--- src/rtl/uart_pkg.sv ---
// Shared UART definitions: frame state encoding and parity mode constants.
// Used by the transmitter and by the bit timer's future receiver sibling.
package uart_pkg;

    localparam int unsigned PAR_NONE = 0;
    localparam int unsigned PAR_EVEN = 1;
    localparam int unsigned PAR_ODD  = 2;

    typedef enum logic [2:0] {
        S_IDLE,
        S_START,
        S_DATA,
        S_PARITY,
        S_STOP
    } uart_state_e;

endpackage

--- src/rtl/uart_bit_timer.sv ---
// Bit-period down-counter: counts CLK_DIV cycles per serial bit.
// Ports:
//   clk, res   - clock, async active-high reset
//   restart    - reload the counter so a full bit period starts next cycle
//   bit_done   - high in the last cycle of each bit period
module uart_bit_timer #(
    parameter int unsigned CLK_DIV = 16
) (
    input  logic clk,
    input  logic res,
    input  logic restart,
    output logic bit_done
);

    localparam int unsigned CNT_W = $clog2(CLK_DIV);

    logic [CNT_W-1:0] cnt_q;

    // Reload on restart or when a bit period ends; otherwise count down.
    always_ff @(posedge clk or posedge res) begin
        if (res) begin
            cnt_q <= '0;
        end else if (restart || (cnt_q == '0)) begin
            cnt_q <= CNT_W'(CLK_DIV - 1);
        end else begin
            cnt_q <= cnt_q - CNT_W'(1);
        end
    end

    assign bit_done = (cnt_q == '0);

endmodule

--- src/rtl/fifo_uart_tx.sv ---
// UART transmitter draining a FIFO: pops one word per frame and sends
// start bit, WIDTH data bits LSB first, optional parity, STOP_BITS stop bits.
// Ports:
//   clk, res        - clock, async active-high reset
//   enable          - permits starting a new frame (checked at frame boundaries)
//   fifo_empty      - FIFO empty flag
//   fifo_rdata      - FIFO head word
//   fifo_shift_out  - one-cycle pop strobe (decoded from state, enable, empty)
//   tx              - registered serial line, idle high
//   busy            - high from the pop cycle through the last stop-bit cycle
module fifo_uart_tx
    import uart_pkg::*;
#(
    parameter int unsigned WIDTH     = 8,
    parameter int unsigned CLK_DIV   = 16,
    parameter int unsigned PARITY    = 0,
    parameter int unsigned STOP_BITS = 1
) (
    input  logic             clk,
    input  logic             res,
    input  logic             enable,
    input  logic             fifo_empty,
    input  logic [WIDTH-1:0] fifo_rdata,
    output logic             fifo_shift_out,
    output logic             tx,
    output logic             busy
);

    localparam int unsigned IDX_W = $clog2(WIDTH + 1);

    uart_state_e      state_q, state_d;
    logic [WIDTH-1:0] shift_q, shift_d;
    logic [WIDTH-1:0] shifted;
    logic [IDX_W-1:0] idx_q, idx_d;
    logic             par_q, par_d;
    logic             tx_q, tx_d;
    logic             armed_q;
    logic             can_pop;
    logic             load;
    logic             pop_c;
    logic             bit_done;

    uart_bit_timer #(
        .CLK_DIV (CLK_DIV)
    ) u_bit_timer (
        .clk      (clk),
        .res      (res),
        .restart  (pop_c),
        .bit_done (bit_done)
    );

    // Blocks any pop during reset and in the first cycle after release.
    always_ff @(posedge clk or posedge res) begin
        if (res) begin
            armed_q <= 1'b0;
        end else begin
            armed_q <= 1'b1;
        end
    end

    assign can_pop = enable & ~fifo_empty & armed_q;
    assign shifted = shift_q >> 1;

    // State and datapath registers.
    always_ff @(posedge clk or posedge res) begin
        if (res) begin
            state_q <= S_IDLE;
            shift_q <= '0;
            idx_q   <= '0;
            par_q   <= 1'b0;
            tx_q    <= 1'b1;
        end else begin
            state_q <= state_d;
            shift_q <= shift_d;
            idx_q   <= idx_d;
            par_q   <= par_d;
            tx_q    <= tx_d;
        end
    end

    // Next-state, next tx value and pop decode.
    always_comb begin
        state_d = state_q;
        shift_d = shift_q;
        idx_d   = idx_q;
        par_d   = par_q;
        tx_d    = tx_q;
        load    = 1'b0;
        pop_c   = 1'b0;

        case (state_q)
            S_IDLE: begin
                tx_d = 1'b1;
                load = can_pop;
            end
            S_START: begin
                if (bit_done) begin
                    state_d = S_DATA;
                    tx_d    = shift_q[0];
                    idx_d   = '0;
                end
            end
            S_DATA: begin
                if (bit_done) begin
                    shift_d = shifted;
                    if (idx_q == IDX_W'(WIDTH - 1)) begin
                        idx_d = '0;
                        if (PARITY != PAR_NONE) begin
                            state_d = S_PARITY;
                            tx_d    = par_q;
                        end else begin
                            state_d = S_STOP;
                            tx_d    = 1'b1;
                        end
                    end else begin
                        idx_d = idx_q + IDX_W'(1);
                        tx_d  = shifted[0];
                    end
                end
            end
            S_PARITY: begin
                if (bit_done) begin
                    state_d = S_STOP;
                    tx_d    = 1'b1;
                    idx_d   = '0;
                end
            end
            S_STOP: begin
                if (bit_done) begin
                    if (idx_q == IDX_W'(STOP_BITS - 1)) begin
                        if (can_pop) begin
                            load = 1'b1;
                        end else begin
                            state_d = S_IDLE;
                            tx_d    = 1'b1;
                        end
                    end else begin
                        idx_d = idx_q + IDX_W'(1);
                    end
                end
            end
            default: begin
                state_d = S_IDLE;
                tx_d    = 1'b1;
            end
        endcase

        // Pop and latch the head word; start bit goes out next cycle.
        if (load) begin
            pop_c   = 1'b1;
            shift_d = fifo_rdata;
            par_d   = (PARITY == PAR_ODD) ? ~(^fifo_rdata) : (^fifo_rdata);
            idx_d   = '0;
            state_d = S_START;
            tx_d    = 1'b0;
        end
    end

    assign tx             = tx_q;
    assign fifo_shift_out = pop_c;
    assign busy           = pop_c | (state_q != S_IDLE);

endmodule

--- config.mk ---
export PLATFORM = sky130hd
export DESIGN_NAME = fifo_uart_tx
export DESIGN_NICKNAME = d
export VERILOG_FILES = /design/src/rtl/uart_pkg.sv /design/src/rtl/uart_bit_timer.sv /design/src/rtl/fifo_uart_tx.sv
export SDC_FILE = /design/constraint.sdc
export NUM_CORES = 1
export LEC_CHECK = 0
export BUFFER_PORTS_ARGS = -buffer_cell sky130_fd_sc_hd__buf_2
export CORE_MARGIN = 2
export CORE_UTILIZATION = 51
export CTS_CLUSTER_SIZE = 28
export DETAILED_ROUTE_END_ITERATION = 8
export PLACE_DENSITY_LB_ADDON = 0.05
export SLEW_MARGIN = 20
export SYNTH_ARGS = -nofsm -noshare
export SYNTH_HDL_FRONTEND = slang
export SYNTH_SLANG_ARGS = --single-unit
--- constraint.sdc ---
create_clock -name clk -period 1.8 [get_ports clk]
set_input_delay 0.27 -clock clk [delete_from_list [all_inputs] [get_ports clk]]
set_output_delay 0.27 -clock clk [all_outputs]
set_load 0.05 [all_outputs]
==> summary.txt, run 1 <==
Peak VDD IR = 507 µV
Initial Utilization = 0.544
CP Data Required Time = 1.53 ns
Area contributors post-synth = dfrtp_1, mux2i_1, a21oi_1
Worst-path clk slew = 0.12 ns
FF+latch count, synth = 21
outcome = complete, but fails checks
Diodes inserted = 0
PortBufs = 14
CTS tree = done
number of flops mapped to enable cells by yosys = 0
GRT overflow = 0
Top FF cell, synth = dfrtp_1
Warnings, synthesis = 0
Fin. Hold Viols = 0
skew final = 0.00659 ns
post-synth net total = 136
Max clock buf depth = 2
worst hold slack = 0.163 ns
Setup WS pre-CTS = -0.134 ns
Buf/Inv on CP = 3
drt pass-1 iters = 4
Cell variety after synth = 44
most area-hungry cell type in the Yosys netlist = dfrtp_1
initial drt markers = 25
number of global-route vias before repair = 1,155
Final Wtd Congestion = 0.939
Pwr Density = 420 nW/µm²
vias = 1,120
Layout area overhead = 46.1%
core area = 2210 µm²
Syn Area/Cell = 9.94 µm²
Yosys top cell area share = 0.416
Mapped Cells = 121
fraction of layout cells with a size suffix above 1 = 0.462
leakage = 0.873 nW
CTS buffer count = 3
Vert. Die Dim = 52.6 µm
drt wl/cell = 15.3 µm
post-route clock period utilization = 1.20
CP Max Fanout = 2
DP Wirelength = 1970 µm
FP Rows = 17
commonest non-fill, non-tap cells in the layout = buf_4, dfrtp_1, buf_2
clock share of power = 0.313
sequential power share = 0.642
crit path kind = flop to output port
Comb pwr share = 0.046
most common cell after layout, fill and taps aside = buf_4
worst min path class = primary input to flop
Tmin final = 2.16 ns
slowest library cell on the worst path = dfrtp_1
Ports = 15
H-tree levels = 1
clk_lat worst skew = 0.31 ns
DRC viols = 0
Final WS setup = -0.359 ns
Slew Limit Fails = 0
synthesized cell area = 1200 µm²
Net Sw Frac = 0.219
ys async rst share = 1.00
TNS Setup = -4.45 ns
global-route wire length before repair = 4920 µm
failing checks = setup timing
Psw = 0.162 mW
critical path cell sequence = inv_1 > ha_4 > or3b_4 > o21ai_4 > nand3_4 > clkinvlp_4 > buf_8
CTS sink count = 21
XOR/XNOR Fraction of Synth Area = 0.0146
Root Buffer = clkbuf_4
Post-Synth Adder-Cell Area = 0.0312
critical path arrival = 1.89 ns
Worst path top cell family by delay = simple AND/OR/NAND/NOR gates
Synth Area in Compound Gates = 0.160
pin count of the biggest net entering global routing = 22
setup violators final = 20
total track usage = 0.243
Die X = 52.6 µm
unrepaired setup endpoints after global routing = true
largest family of logic cells by synthesized area = simple AND/OR/NAND/NOR gates
maxcap violations = 0
total wire length = 3050 µm
Post-Synth Simple-Gate Area = 0.221
Vias/cell = 5.63
antenna violations before repair = 0
fmax = 463 MHz
post-synthesis mux area share = 0.0760
Antenna Nets Post-Route = 0
Startpoint Class = flop
die area = 2760 µm²
Int Power = 0.576 mW
sequential element share of the synthesized area = 0.438
Nets = 187
Worst path max stage delay = 0.40 ns
critical path capture point type = output port
-- timing repair --
item                                   CTS  global route
resized for setup                       14            24
hold buffers                             1             0
setup endpoints to repair               14            21
endpoints found under the hold margin   20             0
pin swaps                               10            15
setup buffers                            6            10
-- cells in the mapped netlist (2+ instances only) --
library cell	instances
nor2_1	11
dfrtp_1	20
o21ai_0	5
nor4bb_1	2
or3_1	2
a21oi_1	10
nand3_1	6
nand3b_1	2
nor2b_1	3
nor3_1	2
buf_2	3
xnor2_1	2
nand2_1	4
mux2i_1	8
inv_1	8
and3b_1	2
a22o_1	2
ha_1	3
-- stage by stage --
stage	utilization	instance area (µm²)	cells	total power, mW
after global placement	0.671	1480	182	0.511
after global routing	0.794	1760	199	0.762
final	0.794	1760	199	0.738
after floorplan	-	1220	121	0.494
after detailed placement	0.671	1480	182	0.512
after CTS	0.726	1610	192	0.741
-- power groups by stage --
stage / clock, mW / sequential (mW) / combinational (mW)
2_1_floorplan: 0 / 0.482 / 0.0121
6_report: 0.231 / 0.473 / 0.0337
4_1_cts: 0.237 / 0.473 / 0.0309
3_5_place_dp: 0 / 0.482 / 0.0294
5_1_grt: 0.249 / 0.474 / 0.0387
3_3_place_gp: 0 / 0.482 / 0.0286
-- path summary, 6_finish.rpt --
path                               start        endpoint  slack [ns]  cells past startpoint
max in group asynchronous            res              tx        1.00                      4
max reg2reg                     idx_q[1]      shift_q[6]       -0.29                     10
min                        fifo_rdata[7]      shift_q[7]        0.16                      2
min reg2reg                           tx              tx        0.49                      2
max                             idx_q[1]  fifo_shift_out       -0.36                      7
min in group asynchronous            res      state_q[0]        0.53                      4
-- flip-flops by register name, summed over array words and instances (netlist names) --
name	count
armed_q	1
idx_q	4
shift_q	8
state_q	3
tx	1
u_bit_timer.cnt_q	4
-- area by class of cell --
class	instances	area [µm²]
Clock buffer	4	26.3
Fill cell	148	455
Inverter	8	33.8
Multi-Input combinational cell	86	722
Sequential cell	21	527
Tap cell	28	35.0
Timing Repair Buffer	52	413
-- layer usage --
layer | global-route usage | wire length [µm] | part of all wire | vias up
met3 | 0.0371 | 108 | 0.035 | 11
met5 | 0 | 0 | 0 | -
met1 | 0.287 | 1260 | 0.41 | 546
met2 | 0.442 | 1620 | 0.53 | 32
li1 | - | - | - | 531
met4 | 0.0812 | 71 | 0.023 | 0
-- cell families (layout without fill, tap and decap cells) --
family	count (synthesis)	after routing
simple gates	43	43
buf+inv	14	64
flops	21	21
other cells	1	1
mux	9	9
xor+xnor	2	2
fa+ha+maj	3	3
compound gates	28	28
Power figures use the tool's default switching activity.
==> run 2: changes to the inputs <==
--- a/config.mk
+++ b/config.mk
@@ -7,11 +7,12 @@
 export LEC_CHECK = 0
 export BUFFER_PORTS_ARGS = -buffer_cell sky130_fd_sc_hd__buf_2
 export CORE_MARGIN = 2
-export CORE_UTILIZATION = 51
+export CORE_UTILIZATION = 50
 export CTS_CLUSTER_SIZE = 28
 export DETAILED_ROUTE_END_ITERATION = 8
 export PLACE_DENSITY_LB_ADDON = 0.05
 export SLEW_MARGIN = 20
 export SYNTH_ARGS = -nofsm -noshare
 export SYNTH_HDL_FRONTEND = slang
+export SYNTH_HIERARCHICAL = 1
 export SYNTH_SLANG_ARGS = --single-unit
==> run 2 against run 1 <==
The flow still finishes with violations (setup timing). Hold slack worse by 0.0035 ns. Design area is 12% lower. Maximum frequency is 6.9% higher. Critical endpoint unchanged. Highest routed layer unchanged.
==> summary.txt, run 2 <==
drt pass-1 iters = 4 (unchanged)
outcome = complete, but fails checks
ys async rst share = 1.00 (unchanged)
Worst-path clk slew = 0.11 ns (about the same)
drt wl/cell = 13.9 µm (-9.1%)
initial drt markers = 13 (-48%)
Vert. Die Dim = 51.6 µm (-1.9%)
failing checks = setup timing
Die X = 51.6 µm (-1.9%)
number of global-route vias before repair = 964 (-17%)
Max clock buf depth = 2 (unchanged)
Cell variety after synth = 40 (-9.1%)
Largest regs = shift_q: 8 flops, idx_q: 4 flops, u_bit_timer/cnt_q: 4 flops
max FFs per register = 8 (unchanged)
critical path capture point type = output port
Peak VDD IR = 911 µV (+80%)
vias = 957 (-15%)
Slew @ Worst Pin = 0.645 ns
Top FF cell, synth = dfrtp_1
Final Wtd Congestion = 0.793 (-16%)
unrepaired setup endpoints after global routing = true
antenna violations before repair = 0 (unchanged)
total chip power = 2.08 mW (+180%)
Slew Limit Fails = 0 (unchanged)
global-route wire length before repair = 4260 µm (-13%)
core area = 2170 µm² (-1.9%)
leakage = 0.758 nW (-13%)
sequential power share = 0.393 (-0.249)
CTS sink count = 21 (unchanged)
FF+latch count, synth = 21 (unchanged)
Warnings, synthesis = 6 (+6)
most area-hungry cell type in the Yosys netlist = dfrtp_1
commonest non-fill, non-tap cells in the layout = dfrtp_1, buf_4, buf_2
synthesized cell area = 1130 µm² (-5.9%)
Mapped Cells = 113 (-6.6%)
area of the multi-input gates = 591 µm² (-18%)
clk_lat worst skew = 0.30 ns (about the same)
sequential element share of the synthesized area = 0.466 (+0.0276)
Layout area overhead = 37.4%
CP Max Fanout = 2 (unchanged)
skew final = 0.00231 ns (-0.00428 ns)
Diodes inserted = 0 (unchanged)
post-route clock period utilization = 1.12 (-0.0777)
die area = 2660 µm² (-3.8%)
Startpoint Class = flop
Psw = 0.768 mW (+380%)
CP Data Required Time = 1.53 ns (about the same)
Initial Utilization = 0.521 (-0.0222)
slew margin rel. = 0.570
Root Buffer = clkbuf_4
fmax = 495 MHz (+6.9%)
critical path arrival = 1.75 ns (-0.14 ns)
Yosys top cell area share = 0.442 (+0.0262)
Setup WS pre-CTS = -0.0873 ns (+0.0467 ns)
DP Wirelength = 1830 µm (-6.9%)
Comb pwr share = 0.501 (+0.455)
fraction of layout cells with a size suffix above 1 = 0.425 (-0.0372)
Ports = 15 (unchanged)
worst min path class = primary input to flop
Nets = 169 (-9.6%)
register area = 527 µm² (unchanged)
crit path kind = flop to output port
H-tree levels = 1 (unchanged)
Area contributors post-synth = dfrtp_1, o22ai_1, a21oi_1
Pwr Density = 1340 nW/µm² (+220%)
Antenna Nets Post-Route = 0 (unchanged)
GRT overflow = 0 (unchanged)
FP Rows = 17 (unchanged)
Fin. Hold Viols = 0 (unchanged)
clock share of power = 0.106 (-0.207)
worst hold slack = 0.160 ns (-0.00348 ns)
total track usage = 0.220 (-0.0222)
Vias/cell = 5.29 (-6.1%)
DRC viols = 0 (unchanged)
Tmin final = 2.02 ns (-0.140 ns)
Int Power = 1.31 mW (+130%)
total wire length = 2520 µm (-17%)
Net Sw Frac = 0.370 (+0.151)
Final WS setup = -0.219 ns (+0.140 ns)
number of flops mapped to enable cells by yosys = 0 (unchanged)
maxcap violations = 0 (unchanged)
PortBufs = 14 (unchanged)
Top reg by flops = shift_q
CTS tree = done
# fillers = 174 (+18%)
pin count of the biggest net entering global routing = 18 (-18%)
Syn Area/Cell = 10.0 µm² (+0.73%)
post-synth net total = 128 (-5.9%)
Synth top cells by count = dfrtp_1, inv_1, a21oi_1
setup violators final = 18 (-10%)
top-count cell post-synth = dfrtp_1
CTS buffer count = 3 (unchanged)
[run 2: cell types whose count changed after synthesis, moves of 3 or more]
cell	before	now
o22ai_1	1	9
mux2i_1	8	1
nand2b_1	1	4
o21ai_0	5	0
nor2b_1	3	0
inv_1	8	14
nor2_1	11	6
nand3_1	6	2
nand4bb_1	0	3
[run 2: what timing repair did]
action / in CTS / in global routing
hold buffers: 1 / 0
resized for setup: 6 / 16
pin swaps: 3 / 8
hold endpoints to repair: 4 / 0
buffers inserted: 2 / 5
endpoints found under the setup margin: 15 / 21
[run 2: power groups by stage]
stage / Clock (mW) / Combinational [mW] / Sequential [mW]
final: 0.220 / 1.04 / 0.817
after global placement: 0 / 0.921 / 0.801
after CTS: 0.233 / 0.966 / 0.804
after global routing: 0.252 / 1.15 / 0.845
after floorplan: 0 / 0.614 / 0.828
after detailed placement: 0 / 0.953 / 0.811
[run 2: path summary, 6_finish.rpt]
path                                      startpoint                    to  slack, ns  cells after the start
worst max-delay path            u_bit_timer/cnt_q[1]        fifo_shift_out      -0.22                      7
worst min-delay path                   fifo_rdata[7]            shift_q[7]       0.16                      3
worst max register to register  u_bit_timer/cnt_q[1]              idx_q[0]      -0.20                     11
worst min register to register            shift_q[0]            shift_q[0]       0.53                      2
max in group asynchronous                        res            shift_q[5]       0.79                      3
min in group asynchronous                        res  u_bit_timer/cnt_q[0]       0.39                      3
[run 2: final cells by class]
class	count	share of cell area
Tap cell	28	0.0225
Sequential cell	21	0.339
Multi-Input combinational cell	72	0.380
Inverter	15	0.0378
Timing Repair Buffer	41	0.204
Clock buffer	4	0.0169
[run 2: critical path: stages, from the launching register on]
cell and delay [ns]:
dfrtp_1 0.41, inv_2 0.07, ha_4 0.13, nor3b_4 0.20, nand4bb_1 0.12, a211o_1 0.31, inv_4 0.08, buf_8 0.14
[run 2: cell families (layout without fill, tap and decap cells)]
logic type	count (synthesis)	after routing	share of synthesized area
compound gates	31	31	0.180
xor+xnor	2	2	0.0155
fa+ha+maj	3	3	0.0332
buf+inv	20	60	0.0774
flops	21	21	0.466
mux	3	3	0.0321
other cells	1	1	0.00332
simple gates	32	32	0.192
[run 2: per-layer routing]
| layer | up-vias | GRT usage | part of all wire |
|---|---|---|---|
| met5 | - | 0 | 0 |
| met4 | 0 | 0.0789 | 0.011 |
| met1 | 459 | 0.280 | 0.45 |
| met3 | 4 | 0.0345 | 0.021 |
| met2 | 17 | 0.380 | 0.52 |
| li1 | 477 | - | - |
[run 2: metrics by stage]
stage	area (µm²)	cells	setup TNS, ns	utilization
floorplan	1150	113	-1.03	-
global placement	1390	170	-0.155	0.639
detailed placement	1390	170	-0.545	0.639
CTS	1450	177	-1.88	0.668
global route	1550	181	-2.88	0.716
finish	1550	181	-1.43	0.716
